File: src/rtl/uart_fifo_tx.sv
// UART transmit engine: pops bytes from the packet FIFO and
// serialises each as start / data LSB-first / [parity] / stop.
module uart_fifo_tx #(
  parameter int unsigned CLKS_PER_BIT = 16,
  parameter int unsigned DATA_BITS    = 8,
  parameter bit          PARITY_EN    = 1'b1,
  parameter bit          PARITY_ODD   = 1'b0,
  parameter int unsigned STOP_BITS    = 1
) (
  input  logic        clock,
  input  logic        resetn,
  input  logic        soft_reset,
  input  logic        tx_enable,
  input  logic        fifo_empty,
  input  logic [7:0]  fifo_data,
  output logic        fifo_read_enb,
  output logic        tx,
  output logic        busy,
  output logic        tx_done,
  output logic [15:0] frames_sent
);

  localparam int unsigned CW = $clog2(CLKS_PER_BIT);
  localparam logic [CW-1:0] BAUD_MAX = CW'(CLKS_PER_BIT - 1);
  localparam logic [2:0] DATA_MAX = 3'(DATA_BITS - 1);
  localparam logic [2:0] STOP_MAX = 3'(STOP_BITS - 1);

  typedef enum logic [2:0] {
    IDLE,
    FETCH,
    LOAD,
    START,
    DATA,
    PARITY,
    STOP
  } state_t;

  state_t state;
  state_t state_n;

  logic [CW-1:0]        baud_cnt;
  logic [2:0]           bit_cnt;
  logic [DATA_BITS-1:0] shreg;
  logic                 par_bit;

  logic baud_last;
  logic data_last;
  logic stop_last;
  logic timed;

  logic tx_d;
  logic rd_d;
  logic busy_d;
  logic done_d;

  assign baud_last = (baud_cnt == BAUD_MAX);
  assign data_last = (bit_cnt == DATA_MAX);
  assign stop_last = (bit_cnt == STOP_MAX);
  assign timed = (state == START) || (state == DATA) ||
                 (state == PARITY) || (state == STOP);

  // State, datapath and registered outputs; soft_reset drops the frame
  always_ff @(posedge clock) begin
    if (!resetn || soft_reset) begin
      state         <= IDLE;
      baud_cnt      <= '0;
      bit_cnt       <= '0;
      shreg         <= '0;
      par_bit       <= 1'b0;
      tx            <= 1'b1;
      fifo_read_enb <= 1'b0;
      busy          <= 1'b0;
      tx_done       <= 1'b0;
    end else begin
      state         <= state_n;
      tx            <= tx_d;
      fifo_read_enb <= rd_d;
      busy          <= busy_d;
      tx_done       <= done_d;

      if (state == LOAD) begin
        shreg   <= fifo_data[DATA_BITS-1:0];
        par_bit <= ^fifo_data[DATA_BITS-1:0] ^ PARITY_ODD;
      end else if (state == DATA && baud_last) begin
        shreg <= shreg >> 1;
      end

      if (timed)
        baud_cnt <= baud_last ? '0 : baud_cnt + 1'b1;
      else
        baud_cnt <= '0;

      if (state == DATA && baud_last)
        bit_cnt <= data_last ? 3'd0 : bit_cnt + 3'd1;
      else if (state == STOP && baud_last)
        bit_cnt <= stop_last ? 3'd0 : bit_cnt + 3'd1;
      else if (state != DATA && state != STOP)
        bit_cnt <= 3'd0;
    end
  end

  // Frame counter survives soft_reset
  always_ff @(posedge clock) begin
    if (!resetn)
      frames_sent <= '0;
    else if (!soft_reset && done_d)
      frames_sent <= frames_sent + 16'd1;
  end

  always_comb begin
    state_n = state;
    unique case (state)
      IDLE: begin
        if (tx_enable && !fifo_empty)
          state_n = FETCH;
      end
      FETCH: state_n = LOAD;
      LOAD:  state_n = START;
      START: begin
        if (baud_last)
          state_n = DATA;
      end
      DATA: begin
        if (baud_last && data_last)
          state_n = PARITY_EN ? PARITY : STOP;
      end
      PARITY: begin
        if (baud_last)
          state_n = STOP;
      end
      STOP: begin
        if (baud_last && stop_last)
          state_n = IDLE;
      end
      default: state_n = IDLE;
    endcase
  end

  // tx follows the current state one clock later; the pop
  // strobe and busy are aligned with the state itself
  always_comb begin
    tx_d = 1'b1;
    unique case (state)
      START:   tx_d = 1'b0;
      DATA:    tx_d = shreg[0];
      PARITY:  tx_d = par_bit;
      default: tx_d = 1'b1;
    endcase
    rd_d   = (state_n == FETCH);
    busy_d = (state_n != IDLE);
    done_d = (state == STOP) && baud_last && stop_last;
  end

endmodule

File: config.mk
export PLATFORM = sky130hd
export DESIGN_NAME = uart_fifo_tx
export DESIGN_NICKNAME = d
export VERILOG_FILES = /design/src/rtl/uart_fifo_tx.sv
export SDC_FILE = /design/constraint.sdc
export NUM_CORES = 1
export LEC_CHECK = 0
export CAP_MARGIN = 10
export CORE_ASPECT_RATIO = 0.5
export CORE_UTILIZATION = 47
export CTS_CLUSTER_SIZE = 30
export DETAILED_ROUTE_END_ITERATION = 7
export HOLD_SLACK_MARGIN = 0.08
export PLACE_DENSITY = 0.85
export SYNTH_ARGS = -nofsm -noshare
export SYNTH_HDL_FRONTEND = slang
export SYNTH_SLANG_ARGS = --single-unit
File: constraint.sdc
create_clock -name clock -period 1.5 [get_ports clock]
set_input_delay 0.375 -clock clock [delete_from_list [all_inputs] [get_ports clock]]
set_output_delay 0.375 -clock clock [all_outputs]
set_load 0.01 [all_outputs]
==> flow_metrics.tcl <==
set metrics [dict create \
    outcome "finished with violations" \
    violations "design-rule violations, negative setup slack" \
    grt_overflow 0 \
    io_buffers 32 \
    period_minus_slack_ps 1760 \
    antenna_found_initial 0 \
    yosysSeqAreaShare_pct 40.2 \
    finalMaxSlewViolations 0 \
    post-route-period-util_pct 117 \
    start_kind "flip-flop" \
    cts_buffers 5 \
    core-area_sq_um 3920 \
    layout_common_cells "42 x buf_4, 31 x dfxtp_1, 21 x dlygate4sd2_1" \
    hold_end "shreg[7]" \
    setup_viol 15 \
    path_class "reg2reg" \
    synth_ff_type "dfxtp_1" \
    crit_path_cell_trace "inv_2 > ha_4 > nor2b_4 > buf_6 > nand4_4 > or4_1 > a21oi_2" \
    crit_fanout 8 \
    ant_nets 0 \
    fin_nets 317 \
    diodes 0 \
    synth_top_cell_area_share_pct 40.2 \
    postSynthAreaPerCell_sq_um 8.83 \
    ctsLongestPathBuffers 2 \
    syn_area_sq_um 1940 \
    placementRows 16 \
    insertion_delay_ps 300 \
    cp_data_required_time_ps 1730 \
    synth_area_leaders "dfxtp_1 40%, mux2i_1 5.7%, xnor2_1 4.1%" \
    place_inst 332 \
    timing.rr.start "bit_cnt[1]" \
    root_buffer "clkbuf_8" \
    relSlewSlack_pct 78.8 \
    powerDensity_nw_per_um2 706 \
    drv_cap 0 \
    crit_arrival_ps 1990 \
    via_count 2138 \
    area_delta_synth_final_pct 54.4 \
    rsz0062_at_grt "yes" \
    p_comb_share_pct 6.8 \
    min-delay-start "shreg[7]" \
    r2r_end "frames_sent[11]" \
    r2r_slack_ps -260 \
    stdcell_count 354 \
    drt_pass1_iterations 7 \
    startpoint "bit_cnt[1]" \
    grt_first_pass_wirelength_mm 9.31 \
    switching_power_mw 0.464 \
    skew_ps 6.34 \
    async_flop_share_pct 0 \
    power.leakage_nw 1.29 \
    cp_slowest_cell "or4_1" \
    fillers 227 \
    routed_wl_mm 6.59 \
    die_h_um 47.5 \
    htree_levels 2 \
    p_seq_share_pct 49.1 \
    initial_core_util_pct 49.5 \
    clock_power_share_pct 44.1 \
    hold_path.class "reg2reg" \
    clock-sinks 39 \
    cts_tree "built" \
    peakVddDrop_v 0.000548 \
    rr_worst_depth 7 \
    finalWorstSetupSlack_ps -259 \
    whs_path_depth 2 \
    die_width_um 92.9 \
    io_pins 33 \
    synth_edf_count 0 \
    final_common_cell "buf_4" \
    drive_gt1_share_pct 34.3 \
    post-route-drc-count 1 \
    switching_share_pct 21.9 \
    gp_congestion 0.794 \
    p_int_mw 1.65 \
    gr-usage-all-layers_pct 28.4 \
    ys.warnings.count 0 \
    first_global_vias 2000 \
    slowest_delay_ps 570 \
    grt_max_degree 15 \
    drt_iter0_drc 137 \
    synth_cell_types 44 \
    fmax_mhz 568 \
    netlist_instances 220 \
    setup_tns_ps -1990 \
    clk_pin_slew_worst_paths_ps 80 \
    vias_per_cell 6.04 \
    place_hpwl_mm 3.38 \
    endpoint_kind "flip-flop" \
    ys_ff_latch 39 \
    hold_viol_final 0 \
    die_area_sq_um 4410 \
    wl_per_cell_um 18.6 \
    yosysTopAreaCell "dfxtp_1" \
    max_slew.worst_pin.slew_ps 315 \
    syn-num-nets 238 \
]
## routing by layer
| layer | GRT usage (%) | part of all wire (%) |
|---|---|---|
| met2 | 54.1 | 50 |
| met5 | 0 | 0 |
| met3 | 7.78 | 7.7 |
| met1 | 29.3 | 37 |
| met4 | 20.3 | 5.1 |
## repair_timing
item,in CTS,in global routing
buffers inserted,12,3
endpoints found under the hold margin,0,0
hold buffers,0,0
endpoints found under the setup margin,44,27
resized for setup,48,26
pin swaps,13,14
## kinds of logic after synthesis
group                    Yosys count  synth area share, %
XOR/XNOR                          12                 5.41
adder cells (fa/ha/maj)            5                 3.22
AO/OA/AOI/OAI                     44                 14.8
AND/OR/NAND/NOR                   91                 26.1
flip-flops                        39                 40.2
buffers and inverters             18                 4.64
multiplexers                      11                 5.67
## worst max-delay path by stage
| stage | end | slack (ps) | cells past startpoint |
|---|---|---|---|
| 6_report | frames_sent[11] | -260 | 7 |
| 5_1_grt | frames_sent[11] | -300 | 7 |
| 4_1_cts | frames_sent[9] | -170 | 7 |
| 3_5_place_dp | frames_sent[13] | -560 | 5 |
| 3_3_place_gp | frames_sent[13] | -520 | 5 |
| 2_1_floorplan | busy | -90 | 7 |
## through the flow
step / setup slack (ps) / hold WS [ps] / utilization (%) / total power [mW] / instance area (sq um)
floorplan: -88.4 / 420 / - / 1.13 / 1970
global placement: -524 / 458 / 65.5 / 1.20 / 2570
detailed placement: -557 / 472 / 65.5 / 1.20 / 2570
CTS: -172 / 484 / 72.9 / 2.10 / 2860
global route: -304 / 517 / 76.4 / 2.18 / 3000
finish: -259 / 492 / 76.4 / 2.12 / 3000
## flip-flops by register name, summed over array words and instances (netlist names)
name,cells
state,3
shreg,8
par_bit,1
tx,1
bit_cnt,3
busy,1
baud_cnt,4
frames_sent,16
tx_done,1
fifo_read_enb,1
## synthesized netlist by cell type, types with 5 or more instances
cell,instances
mux2i_1,11
clkbuf_1,6
nand2b_1,8
nand2_1,18
or4_1,5
inv_1,7
dfxtp_1,39
a21oi_1,14
a211oi_1,6
o21ai_0,6
ha_1,5
nand3_1,13
xnor2_1,9
nor2_1,19
## power by group through the flow
stage               combinational [mW]  clock (mW)  sequential, mW
finish                           0.143       0.934            1.04
global route                     0.153       0.985            1.04
CTS                              0.136       0.924            1.04
detailed placement               0.134           0            1.07
global placement                 0.130           0            1.06
floorplan                       0.0633           0            1.07
## worst max-delay path: cells and delay by family, from the launching register on
family | cells | cell delay [ps]
and+or+nand+nor | 3 | 890
DFF | 1 | 340
buffers and inverters | 2 | 190
AOI/OAI and AO/OA | 1 | 140
adders and majority gates | 1 | 130
## layout make-up
class / instances / area (sq um) / area share (%)
Multi-Input combinational cell: 163 / 1270 / 42.5
Sequential cell: 39 / 793 / 26.5
Timing Repair Buffer: 83 / 719 / 24.0
Clock buffer: 6 / 82.6 / 2.75
Tap cell: 54 / 67.6 / 2.25
Clock inverter: 2 / 35.0 / 1.17
Inverter: 7 / 26.3 / 0.876
Note: power is estimated with default switching activity, not from simulation.
